## config.mk

```make
export PLATFORM = sky130hd
export DESIGN_NAME = clock_setter
export DESIGN_NICKNAME = d
export VERILOG_FILES = /design/src/rtl/clock_setter.sv
export SDC_FILE = /design/constraint.sdc
export NUM_CORES = 1
export LEC_CHECK = 0
export CAP_MARGIN = 20
export CORE_UTILIZATION = 58
export CTS_CLUSTER_DIAMETER = 100
export CTS_CLUSTER_SIZE = 24
export DETAILED_ROUTE_END_ITERATION = 8
export PLACE_DENSITY_LB_ADDON = 0.08
export SETUP_SLACK_MARGIN = 0.02
export SYNTH_ARGS = -nofsm -noshare
export SYNTH_HDL_FRONTEND = slang
export SYNTH_SLANG_ARGS = --single-unit
```

## constraint.sdc

```tcl
create_clock -name clk -period 5.1 [get_ports clk]
set_input_delay 0.765 -clock clk [delete_from_list [all_inputs] [get_ports clk]]
set_output_delay 0.765 -clock clk [all_outputs]
set_load 0.05 [all_outputs]
```

## src/rtl/clock_setter.sv

```systemverilog
// Front-panel setting controller: conditions three raw buttons and runs the
// hour/min/sec/day/month/year edit FSM that loads the clock/calendar counter.
module clock_setter #(
   parameter int DEBOUNCE_CYCLES = 500_000,
   parameter int BLINK_CYCLES    = 12_500_000
) (
   input  logic        clk,
   input  logic        rst,
   input  logic        butt_change,
   input  logic        butt_increase,
   input  logic        butt_decrease,
   input  logic [23:0] cur_time,
   input  logic [31:0] cur_date,
   output logic        edit_active,
   output logic [2:0]  edit_field,
   output logic [23:0] set_time,
   output logic [31:0] set_date,
   output logic        set_strobe,
   output logic        blink_on
);

   localparam int DW = $clog2(DEBOUNCE_CYCLES + 1);
   localparam int BW = $clog2(BLINK_CYCLES + 1);
   localparam logic [DW-1:0] DEB_LAST   = DW'(DEBOUNCE_CYCLES - 1);
   localparam logic [BW-1:0] BLINK_LAST = BW'(BLINK_CYCLES - 1);

   typedef enum logic [2:0] {
      S_IDLE  = 3'd0,
      S_HOUR  = 3'd1,
      S_MIN   = 3'd2,
      S_SEC   = 3'd3,
      S_DAY   = 3'd4,
      S_MONTH = 3'd5,
      S_YEAR  = 3'd6
   } state_t;

   // Two-digit BCD step with wrap; an out-of-range value snaps to the minimum.
   function automatic logic [7:0] bcd_step(input logic [7:0] v, input logic up,
                                           input logic [7:0] lo, input logic [7:0] hi);
      logic [7:0] r;
      if (v[7:4] > 4'd9 || v[3:0] > 4'd9 || v < lo || v > hi) r = lo;
      else if (up) begin
         if (v == hi)              r = lo;
         else if (v[3:0] == 4'd9)  r = {v[7:4] + 4'd1, 4'd0};
         else                      r = v + 8'd1;
      end else begin
         if (v == lo)              r = hi;
         else if (v[3:0] == 4'd0)  r = {v[7:4] - 4'd1, 4'd9};
         else                      r = v - 8'd1;
      end
      return r;
   endfunction

   function automatic logic [15:0] year_step(input logic [15:0] y, input logic up);
      logic [15:0] r;
      logic        carry;
      logic        bad;
      r     = y;
      carry = 1'b1;
      bad   = 1'b0;
      for (int i = 0; i < 4; i++) begin
         if (y[4*i +: 4] > 4'd9) bad = 1'b1;
         if (carry) begin
            if (up) begin
               if (y[4*i +: 4] == 4'd9) r[4*i +: 4] = 4'd0;
               else begin r[4*i +: 4] = y[4*i +: 4] + 4'd1; carry = 1'b0; end
            end else begin
               if (y[4*i +: 4] == 4'd0) r[4*i +: 4] = 4'd9;
               else begin r[4*i +: 4] = y[4*i +: 4] - 4'd1; carry = 1'b0; end
            end
         end
      end
      return bad ? 16'h0000 : r;
   endfunction

   // BCD tens*10+ones is divisible by 4 iff (2*tens + ones) is.
   function automatic logic div4(input logic [7:0] b);
      if (b[4]) return (b[3:0] == 4'd2) || (b[3:0] == 4'd6);
      return (b[3:0] == 4'd0) || (b[3:0] == 4'd4) || (b[3:0] == 4'd8);
   endfunction

   function automatic logic [7:0] day_max(input logic [7:0] mon, input logic [15:0] yr);
      logic       leap;
      logic [7:0] r;
      leap = (yr[7:0] != 8'h00) ? div4(yr[7:0]) : div4(yr[15:8]);
      case (mon)
         8'h02:                      r = leap ? 8'h29 : 8'h28;
         8'h04, 8'h06, 8'h09, 8'h11: r = 8'h30;
         default:                    r = 8'h31;
      endcase
      return r;
   endfunction

   logic [2:0]    raw;
   logic [2:0]    sync1_q, sync2_q, deb_q, deb_dly_q, press_q;
   logic [DW-1:0] deb_cnt_q [3];

   assign raw = {butt_decrease, butt_increase, butt_change};

   always_ff @(posedge clk) begin
      if (rst) begin
         sync1_q   <= 3'b111;
         sync2_q   <= 3'b111;
         deb_q     <= 3'b111;
         deb_dly_q <= 3'b111;
         press_q   <= 3'b000;
         for (int i = 0; i < 3; i++) deb_cnt_q[i] <= '0;
      end else begin
         sync1_q   <= raw;
         sync2_q   <= sync1_q;
         deb_dly_q <= deb_q;
         press_q   <= deb_dly_q & ~deb_q;
         for (int i = 0; i < 3; i++) begin
            if (sync2_q[i] == deb_q[i]) deb_cnt_q[i] <= '0;
            else if (deb_cnt_q[i] == DEB_LAST) begin
               deb_q[i]     <= sync2_q[i];
               deb_cnt_q[i] <= '0;
            end else deb_cnt_q[i] <= deb_cnt_q[i] + DW'(1);
         end
      end
   end

   state_t        state_q;
   logic [23:0]   time_q, time_d;
   logic [31:0]   date_q, date_d;
   logic [7:0]    month_n, dmax;
   logic [15:0]   year_n;
   logic          strobe_q, blink_q;
   logic [BW-1:0] blink_cnt_q;
   logic          chg, up, step;

   assign chg  = press_q[0];
   assign up   = press_q[1];
   assign step = press_q[1] ^ press_q[2];

   always_comb begin
      time_d  = time_q;
      date_d  = date_q;
      month_n = date_q[23:16];
      year_n  = date_q[15:0];
      case (state_q)
         S_HOUR:  time_d[23:16] = bcd_step(time_q[23:16], up, 8'h00, 8'h23);
         S_MIN:   time_d[15:8]  = bcd_step(time_q[15:8],  up, 8'h00, 8'h59);
         S_SEC:   time_d[7:0]   = bcd_step(time_q[7:0],   up, 8'h00, 8'h59);
         S_DAY:   date_d[31:24] = bcd_step(date_q[31:24], up, 8'h01,
                                           day_max(date_q[23:16], date_q[15:0]));
         S_MONTH: month_n = bcd_step(date_q[23:16], up, 8'h01, 8'h12);
         S_YEAR:  year_n  = year_step(date_q[15:0], up);
         default: ;
      endcase
      dmax = day_max(month_n, year_n);
      // Month/year edits pull the day back into the new month's range.
      if (state_q == S_MONTH || state_q == S_YEAR)
         date_d = {(date_q[31:24] > dmax) ? dmax : date_q[31:24], month_n, year_n};
   end

   always_ff @(posedge clk) begin
      if (rst) begin
         state_q     <= S_IDLE;
         strobe_q    <= 1'b0;
         time_q      <= 24'h000000;
         date_q      <= 32'h0101_2024;
         blink_q     <= 1'b1;
         blink_cnt_q <= '0;
      end else begin
         strobe_q <= 1'b0;
         if (chg) begin
            blink_q     <= 1'b1;
            blink_cnt_q <= '0;
            case (state_q)
               S_IDLE: begin
                  state_q <= S_HOUR;
                  time_q  <= cur_time;
                  date_q  <= cur_date;
               end
               S_YEAR: begin
                  state_q  <= S_IDLE;
                  strobe_q <= 1'b1;
               end
               default: state_q <= state_t'(state_q + 3'd1);
            endcase
         end else begin
            if (state_q == S_IDLE) begin
               blink_q     <= 1'b1;
               blink_cnt_q <= '0;
            end else begin
               if (blink_cnt_q == BLINK_LAST) begin
                  blink_cnt_q <= '0;
                  blink_q     <= ~blink_q;
               end else blink_cnt_q <= blink_cnt_q + BW'(1);
               if (step) begin
                  time_q <= time_d;
                  date_q <= date_d;
               end
            end
         end
      end
   end

   assign edit_field  = state_q;
   assign edit_active = (state_q != S_IDLE);
   assign set_time    = time_q;
   assign set_date    = date_q;
   assign set_strobe  = strobe_q;
   assign blink_on    = blink_q;

endmodule
```

==> qor.txt, run 1 <==
Layout Skew = 0.0101 ns
Tot GR Track Use = 0.286
Commonest non-fill, non-tap cell in the layout = nor2_1
Max-capacitance violation count = 0
Seq cells post-synth = 157
Crit-path most repeated cell = ha_1
Status = finished clean
DP Cell Count = 1758
WL/cell = 15.6 µm
Total gr overflow = 0
Area delta synth->final = 17.8%
Worst-path fanout max = 16
Largest net degree at the start of global routing = 69
Die height = 141 µm
Max-slew violation count = 0
Slowest CP cell = a211o_2
Fillers = 1551
Drt drc = 0
Worst Max-Slew Pin Slew = 1.12 ns
Vias in the first global route = 9341
Top-level I/O count = 123
WP data required = 5.46 ns
Die ar. = 19900 µm²
Detailed Routing Iterations Pass 1 = 6
Hold WS = 0.411 ns
Mapped Area = 11200 µm²
Minimum clock period = 4.74 ns
Arrival @ worst endpoint = 5.09 ns
Main combinational cell family by area after synthesis = simple AND/OR/NAND/NOR gates
FMAX = 211 MHz
Worst setup SP type = flop
Row cnt = 50
Peak VDD IR = 0.000219 V
Post-Synth Simple-Gate Area = 0.247
CTS tree = built
CTS Root Cell = clkbuf_16
Detailed placement HPWL = 19.4 mm
Synth Warn # = 0
Max_slew headroom = 0.255
Post-route cell area = 13200 µm²
Routed vias/inst = 5.88
Worst-path clk slew = 0.07 ns
Setup TNS = 0 ns
Netlist cell types = 90
Avg Cell Area, Syn = 7.95 µm²
Clock Latency Late Sink = 0.43 ns
Ys async rst share = 0
Core Area = 18800 µm²
WL final = 27.9 mm
Compound-cell area share of the yosys netlist = 0.221
IO Port Bufs = 122
# setup viols final = 0
# diodes = 0
RSZ-0062 raised after global routing = no
Post-Synth Adder-Cell Area = 0.0537
CP peak stage delay = 0.43 ns
Final period util = 0.929
Final std cells w/o fill = 1790
Hold Buf Count CTS = 0
Initial antenna violation count = 0
Placed Area = 12600 µm²
Number of DRC markers in iteration 0 = 1003
Crit Path Class = flop to flop
Share of layout cells above drive strength 1 = 0.0516
Crit end category = flop
Synth Area in XOR/XNOR = 0.0789
First-pass GRT wire length = 46.2 mm
Die width = 141 µm
Leakage = 4.64 nW
Initial Utilization = 0.594
Hold Crit Class = flop to flop
Sequential area share after synthesis = 0.332
Antenna-violating nets left = 0
Clock sink total = 157
Synth Flop Type = dfxtp_1
Gate Count Post-Synth = 1407
Gp weighted congestion = 0.907
Via count = 10500
EDFF count, synth = 57
Pwr/cell area = 205 nW/µm²
H-tree depth = 4
Fin. Hold Viols = 0
Number of post-CTS setup repair buffers = 0
Post_cts resized = 0
CP cell instances = inv_1, ha_1, or3b_4, o32ai_2, o31ai_1, a32oi_2, nand3_1, nor3b_4, o2111ai_1, o21ai_2, nor2_1, ha_1, a41oi_1, o21ai_0, a211o_2, nor3b_1, or3_1, o22ai_2
Nets = 1626
Number of buffers created by CTS = 17
Most frequent cells in the layout = nor2_1, clkdlybuf4s50_1, nand2_1, dfxtp_1, a21oi_1
CTS max path bufs = 2
Mux share of post-synthesis cell area = 0.00917
[cells in the mapped netlist (4+ instances only)]
cell type | count | area share
dfxtp_1 | 100 | 0.18
nor4b_1 | 5 | 0.0039
nor2b_1 | 24 | 0.013
nor2_1 | 210 | 0.070
a221oi_1 | 22 | 0.017
a41oi_1 | 4 | 0.0031
buf_2 | 16 | 0.0072
or4_1 | 5 | 0.0034
nand3_1 | 59 | 0.026
or3_1 | 8 | 0.0045
nor3_1 | 34 | 0.015
edfxtp_1 | 57 | 0.15
mux2i_1 | 8 | 0.0072
o21a_1 | 7 | 0.0047
or2_2 | 13 | 0.0073
o211ai_1 | 23 | 0.015
a221o_1 | 4 | 0.0036
and2_1 | 6 | 0.0034
a31oi_1 | 14 | 0.0078
o32ai_1 | 6 | 0.0047
nor3b_1 | 5 | 0.0034
a211oi_1 | 49 | 0.033
and3_1 | 20 | 0.011
a22oi_1 | 15 | 0.010
xor2_1 | 56 | 0.044
ha_1 | 48 | 0.054
o21ai_0 | 68 | 0.030
a211o_1 | 8 | 0.0063
clkbuf_1 | 69 | 0.023
a311oi_1 | 7 | 0.0055
nand2b_1 | 12 | 0.0067
nand2_1 | 117 | 0.039
a21oi_1 | 70 | 0.031
o21bai_1 | 9 | 0.0060
nand4_1 | 22 | 0.012
inv_1 | 60 | 0.020
a32oi_1 | 5 | 0.0039
o22ai_1 | 9 | 0.0050
nor4_1 | 9 | 0.0050
xnor2_1 | 43 | 0.034
o31ai_1 | 7 | 0.0047
[report_power, final]
group	total (mW)	internal, mW	switching (mW)
Clock	1.26	0.708	0.554
Combinational	0.0996	0.0573	0.0423
Sequential	1.34	1.32	0.0200
[per-layer routing]
layer  global-route usage  wire length [µm]  up-vias
met5                    0                 0        -
met4                0.104               643        0
met3               0.0625              2080       54
met2                0.448             12500      360
met1                0.386             12600     4867
li1                     -                 -     5252
[path summary, 6_finish.rpt]
| kind | end | cells after the start | start | slack [ns] |
|---|---|---|---|---|
| setup reg to reg | set_date[24] | 18 | set_date[21] | 0.36 |
| hold reg to reg | sync2_q[0] | 1 | sync1_q[0] | 0.41 |
| setup / recovery | set_date[24] | 18 | set_date[21] | 0.36 |
| hold / removal | sync2_q[0] | 1 | sync1_q[0] | 0.41 |
[critical path: cells and delay by family (launching register included)]
kind / cells / cell delay [ns]
AOI/OAI and AO/OA: 9 / 1.92
and+or+nand+nor: 6 / 1.59
adders and majority gates: 2 / 0.57
DFF: 1 / 0.40
buffers and inverters: 1 / 0.20
[through the flow]
step                      worst slack [ns]  total power [mW]  utilization
final                                0.363              2.70        0.700
after detailed placement             0.340              1.46        0.669
after CTS                            0.274              2.72        0.699
after global routing                0.0651              2.78        0.700
after global placement               0.515              1.46        0.669
after floorplan                      0.583              1.40            -
[kinds of logic after synthesis]
kind of cell,count (synthesis)
multiplexers,10
buffers and inverters,156
AO/OA/AOI/OAI,361
XOR/XNOR,100
adder cells (fa/ha/maj),48
other,1
flip-flops,157
AND/OR/NAND/NOR,574
[final cells by class]
class / instances / area, µm² / area share
clock buffers: 19 / 453 / 0.0344
clock inverters: 13 / 123 / 0.00930
inverters: 61 / 229 / 0.0174
multi-input cells: 1150 / 7060 / 0.535
flip-flops and latches: 157 / 3720 / 0.282
well taps: 260 / 325 / 0.0247
repair buffers: 130 / 1280 / 0.0968
[sequential cells by signal, indices dropped and copies added (netlist names)]
| signal | count |
|---|---|
| blink_cnt_q | 24 |
| blink_on | 1 |
| deb_cnt_q | 57 |
| deb_dly_q | 3 |
| deb_q | 3 |
| edit_field | 3 |
| press_q | 3 |
| set_date | 32 |
| set_strobe | 1 |
| set_time | 24 |
| sync1_q | 3 |
| sync2_q | 3 |
(Power assumes the default switching activity.)
==> inputs of run 2 (changes only) <==
--- a/config.mk
+++ b/config.mk
@@ -11,6 +11,7 @@
 export CTS_CLUSTER_SIZE = 24
 export DETAILED_ROUTE_END_ITERATION = 8
 export PLACE_DENSITY_LB_ADDON = 0.08
+export RECOVER_POWER = 25
 export SETUP_SLACK_MARGIN = 0.02
 export SYNTH_ARGS = -nofsm -noshare
 export SYNTH_HDL_FRONTEND = slang
==> run 2 against run 1 <==
Compared with the run above:
- the flow now finishes with violations (max-capacitance violations, max-slew violations)
- sequential share of layout area barely moved
- combinational power fell by 0.4%
- hold slack barely moved
- setup slack barely moved
- largest power group unchanged
- global-route usage did not move
- first-iteration DRC count rose by 0.40%
- critical path type unchanged
- design area barely moved
==> qor.txt, run 2 (synthesis results as in run 1) <==
Nets = 1626
Number of post-CTS setup repair buffers = 0
Top Metal Used = met4
Clock sink total = 157
Row cnt = 50
Post_cts resized = 0
Detailed placement HPWL = 19.4 mm
Leakage = 4.64 nW
CP bufs+invs = 1
Crit end category = flop
Status = finished, violations left
Final period util = 0.929
WP data required = 5.46 ns
Worst-path fanout max = 16
Fin. Hold Viols = 0
Crit-path most repeated cell = ha_1
Routed vias/inst = 5.88
Arrival @ worst endpoint = 5.09 ns
WHS Path Cells = 1
Pwr/cell area = 205 nW/µm²
Die height = 141 µm
Pwr Total = 2.70 mW
Max_slew headroom = -0.230
Tot GR Track Use = 0.286
Final std cells w/o fill = 1790
Area delta synth->final = 17.8%
Share of layout cells above drive strength 1 = 0.0510
Minimum clock period = 4.74 ns
Worst Max-Slew Pin Slew = 1.85 ns
Worst setup SP type = flop
Largest Register = deb_cnt_q
Via count = 10500
Worst hold path endpoint = sync2_q[0]
Metal2 WL = 12.5 mm
DP Cell Count = 1758
Max-slew violation count = 39
Layout Skew = 0.0101 ns
Top-level I/O count = 123
Clock Latency Late Sink = 0.43 ns
Crit Path Class = flop to flop
Total gr overflow = 0
Antenna-violating nets left = 0
Vias in the first global route = 9341
Hold Buf Count CTS = 0
FMAX = 211 MHz
Critical R2R Launch = set_date[21]
CP cell instances = inv_1, ha_1, or3b_4, o32ai_2, o31ai_1, a32oi_2, nand3_1, nor3b_4, o2111ai_1, o21ai_2, nor2_1, ha_1, a41oi_1, o21ai_0, a211o_2, nor3b_1, or3_1, o22ai_2
Detail Route met3 WL = 2.07 mm
Drt drc = 0
Detailed Routing Iterations Pass 1 = 5
Worst-path clk slew = 0.07 ns
Number of buffers created by CTS = 17
# diodes = 0
Routed met1 length = 12.6 mm
Gp weighted congestion = 0.907
WL final = 27.9 mm
Setup TNS = 0 ns
CP peak stage delay = 0.43 ns
Most frequent cells in the layout = nor2_1, clkdlybuf4s50_1, nand2_1, dfxtp_1, a21oi_1
Hold Crit Class = flop to flop
CTS tree = built
Initial antenna violation count = 0
Commonest non-fill, non-tap cell in the layout = nor2_1
R2R Setup Slk = 0.36 ns
First-pass GRT wire length = 46.2 mm
Die width = 141 µm
CTS max path bufs = 2
Initial Utilization = 0.594
IO Port Bufs = 122
Reg2Reg Depth = 18
Max reg flops = 57
WL/cell = 15.6 µm
Number of DRC markers in iteration 0 = 1007
Min-Delay Startpoint = sync1_q[0]
Failing checks = max-capacitance violations, max-slew violations
CP delay by family, top = compound AO/OA/AOI/OAI gates
H-tree depth = 4
CTS Root Cell = clkbuf_16
Core Area = 18800 µm²
Reg2reg end = set_date[24]
RSZ-0062 raised after global routing = no
Die ar. = 19900 µm²
Max-capacitance violation count = 1
Peak VDD IR = 0.000219 V
Largest net degree at the start of global routing = 69
Slowest CP cell = a211o_2
# setup viols final = 0
Fillers = 1551
## run 2: cell count changes in the layout (fill, tap and decap cells not counted)
cell / delta
clkdlybuf4s50_1: -2
dlygate4sd3_1: +2
buf_4: -1
clkbuf_1: +1
## run 2: report_power, final
group / leakage (nW) / internal [mW] / total [mW] / switching [mW]
Sequential: 1.40 / 1.32 / 1.34 / 0.0200
Combinational: 2.96 / 0.0570 / 0.0992 / 0.0423
Clock: 0.282 / 0.708 / 1.26 / 0.555
## run 2: area by class of cell
type	instances	area, µm²	share of cell area
Clock buffer	19	453	0.0344
Clock inverter	13	123	0.00931
Inverter	61	229	0.0174
Multi-Input combinational cell	1150	7060	0.535
Sequential cell	157	3720	0.282
Tap cell	260	325	0.0247
Timing Repair Buffer	130	1270	0.0966
## run 2: per-stage QoR
stage | hold slack (ns) | util | area [µm²] | setup WS (ns)
global placement | 0.388 | 0.669 | 12600 | 0.515
global route | 0.419 | 0.700 | 13200 | 0.0652
finish | 0.411 | 0.700 | 13200 | 0.364
floorplan | 0.389 | - | 11400 | 0.583
CTS | 0.414 | 0.699 | 13200 | 0.274
detailed placement | 0.399 | 0.669 | 12600 | 0.340
## run 2: metal layers
layer,vias up,track usage
met5,-,0
met4,0,0.104
met3,54,0.0625
met2,362,0.448
met1,4859,0.386
li1,5252,-
## run 2: worst max-delay path by stage
| stage | start | end | cells past startpoint |
|---|---|---|---|
| after floorplan | set_date[0] | set_date[24] | 19 |
| after global placement | set_date[20] | set_date[24] | 17 |
| after detailed placement | set_date[20] | set_date[24] | 17 |
| after CTS | set_date[20] | set_date[24] | 17 |
| after global routing | set_date[21] | set_date[24] | 18 |
| final | set_date[21] | set_date[24] | 18 |
## run 2: worst register-to-register path: stages, from the launching register on
cell and delay [ns]:
dfxtp_1 0.40, inv_1 0.20, ha_1 0.28, or3b_4 0.41, o32ai_2 0.22, o31ai_1 0.12
a32oi_2 0.32, nand3_1 0.19, nor3b_4 0.32, o2111ai_1 0.17, o21ai_2 0.24, nor2_1 0.10
ha_1 0.29, a41oi_1 0.20, o21ai_0 0.11, a211o_2 0.43, nor3b_1 0.21, or3_1 0.37
o22ai_2 0.11
==> inputs of run 3 (changes only) <==
--- a/config.mk
+++ b/config.mk
@@ -5,8 +5,9 @@
 export SDC_FILE = /design/constraint.sdc
 export NUM_CORES = 1
 export LEC_CHECK = 0
-export CAP_MARGIN = 20
-export CORE_UTILIZATION = 58
+export CAP_MARGIN = 5
+export CORE_UTILIZATION = 40
+export CTS_BUF_LIST = sky130_fd_sc_hd__clkbuf_16
 export CTS_CLUSTER_DIAMETER = 100
 export CTS_CLUSTER_SIZE = 24
 export DETAILED_ROUTE_END_ITERATION = 8
==> run 3 against run 2 <==
Compared with the run above:
- the run still ends with max-capacitance violations, max-slew violations left
- combinational power hardly changed
- critical endpoint unchanged
- sequential power hardly changed
- clock power is 4% higher
- design area is 1.2% higher
- sequential cell count stayed put
- routed wire length is 8.0% higher
- non-clock buffer count is 1 higher
- critical path depth stayed put
- sequential share of layout area is 0.33 points lower
- via count is 0.66% lower
==> qor.txt, run 3 (synthesis results as in run 1) <==
Largest net degree at the start of global routing = 55
Register area = 3720 µm²
Multi-input gate area = 7050 µm²
FMAX = 212 MHz
Setup TNS = 0 ns
Worst Max-Slew Pin Slew = 2.16 ns
Hold Crit Class = flop to flop
Max-slew violation count = 44
Clock sink total = 157
Worst-path clk slew = 0.06 ns
Area delta synth->final = 19.2%
Detailed placement HPWL = 21.2 mm
Initial Utilization = 0.412
Fillers = 2723
Row cnt = 60
H-tree depth = 4
Antenna-violating nets left = 0
WP data required = 5.45 ns
Crit-path most repeated cell = ha_1
Max reg flops = 57
Slowest CP cell = a211o_1
Top-level I/O count = 123
Worst-path fanout max = 16
Pre-CTS setup slack = 0.336 ns
Failing checks = max-capacitance violations, max-slew violations
DP Cell Count = 1871
CTS max path bufs = 2
Share of layout cells above drive strength 1 = 0.0503
Fin. Hold Viols = 0
Crit end category = flop
Die height = 169 µm
Hold Buf Count CTS = 0
# setup viols final = 0
IO Port Bufs = 122
Tot GR Track Use = 0.214
Total gr overflow = 0
Status = finished, violations left
Crit Path Class = flop to flop
Die ar. = 28600 µm²
Vias in the first global route = 9596
Final std cells w/o fill = 1903
Arrival @ worst endpoint = 5.06 ns
Number of DRC markers in iteration 0 = 849
Commonest non-fill, non-tap cell in the layout = nor2_1
First-pass GRT wire length = 49.7 mm
Core Area = 27200 µm²
Die width = 169 µm
CTS Root Cell = clkbuf_16
Reg2Reg Depth = 18
Routed vias/inst = 5.50
Leakage = 4.65 nW
Minimum clock period = 4.71 ns
Largest Register = deb_cnt_q
CP peak stage delay = 0.46 ns
Placed Area = 12700 µm²
# diodes = 0
Peak VDD IR = 0.000137 V
Clock Latency Late Sink = 0.43 ns
CP cell instances = inv_1, ha_1, or3b_4, o32ai_2, o31ai_1, a32oi_2, nand3_1, nor3b_4, o2111ai_1, o21ai_2, nor2_1, ha_1, a41oi_1, o21ai_0, a211o_1, nor3b_1, or3_1, o22ai_2
WL/cell = 15.8 µm
Drt drc = 0
Worst setup SP type = flop
Layout Skew = 0.0122 ns
Max_slew headroom = -0.441
Post-route cell area = 13300 µm²
Detailed Routing Iterations Pass 1 = 7
RSZ-0062 raised after global routing = no
Via count = 10500
Most frequent cells in the layout = nor2_1, clkdlybuf4s50_1, nand2_1, dfxtp_1, a21oi_1
CTS tree = built
Number of buffers created by CTS = 17
Final period util = 0.924
Worst Setup Slack, final = 0.386 ns
Gp weighted congestion = 0.873
Initial antenna violation count = 0
WL final = 30.1 mm
Pwr/cell area = 206 nW/µm²
Max-capacitance violation count = 1
Nets = 1627
WHS Path Cells = 2
==> run 3: cell count changes in the layout (fill, tap and decap cells not counted), sizes merged <==
cell | previous run | this run
clkbuf | 20 | 18
buf | 8 | 9
clkinv | 3 | 4
bufinv | 1 | 2
==> run 3: path summary, 6_finish.rpt <==
kind	from	to	slack (ns)
max	set_date[21]	set_date[24]	0.39
min	deb_dly_q[0]	press_q[0]	0.41
max reg2reg	set_date[21]	set_date[24]	0.39
min reg2reg	deb_dly_q[0]	press_q[0]	0.41
==> run 3: final cells by class <==
| type | instances | share of cell area |
|---|---|---|
| multi-input combinational | 1150 | 0.529 |
| tap | 372 | 0.0349 |
| clock buffer | 17 | 0.0319 |
| inverter | 61 | 0.0172 |
| sequential | 157 | 0.279 |
| timing repair buffer | 131 | 0.0962 |
| clock inverter | 15 | 0.0119 |
==> run 3: stage by stage <==
step,util,power [mW],hold WS (ns)
4_1_cts,0.490,2.79,0.407
5_1_grt,0.491,2.86,0.414
3_5_place_dp,0.469,1.46,0.391
2_1_floorplan,-,1.40,0.389
6_report,0.491,2.74,0.406
3_3_place_gp,0.469,1.46,0.387
==> run 3: critical path: cells and delay by family (launching register included) <==
family | cells | cell delay (ns)
buffers and inverters | 1 | 0.21
adders and majority gates | 2 | 0.57
and+or+nand+nor | 6 | 1.57
DFF | 1 | 0.41
AOI/OAI and AO/OA | 9 | 1.88
==> run 3: power by group <==
group | internal [mW] | leakage (nW) | total, mW | switching (mW)
clock | 0.731 | 0.288 | 1.31 | 0.576
combinational | 0.0573 | 2.96 | 0.100 | 0.0431
sequential | 1.32 | 1.40 | 1.34 | 0.0199
==> run 3: per-layer routing <==
layer / track usage / up-vias / wire [µm]
li1: - / 5250 / -
met4: 0.0689 / 0 / 495
met3: 0.0385 / 26 / 1730
met2: 0.330 / 278 / 13300
met1: 0.302 / 4903 / 14600
met5: 0 / - / 0
==> run 3: repair_timing <==
item / 4_1_cts / 5_1_grt
hold endpoints to repair: 0 / 0
setup endpoints to repair: 0 / 1
resized for setup: 0 / 3
buffers inserted: 0 / 0
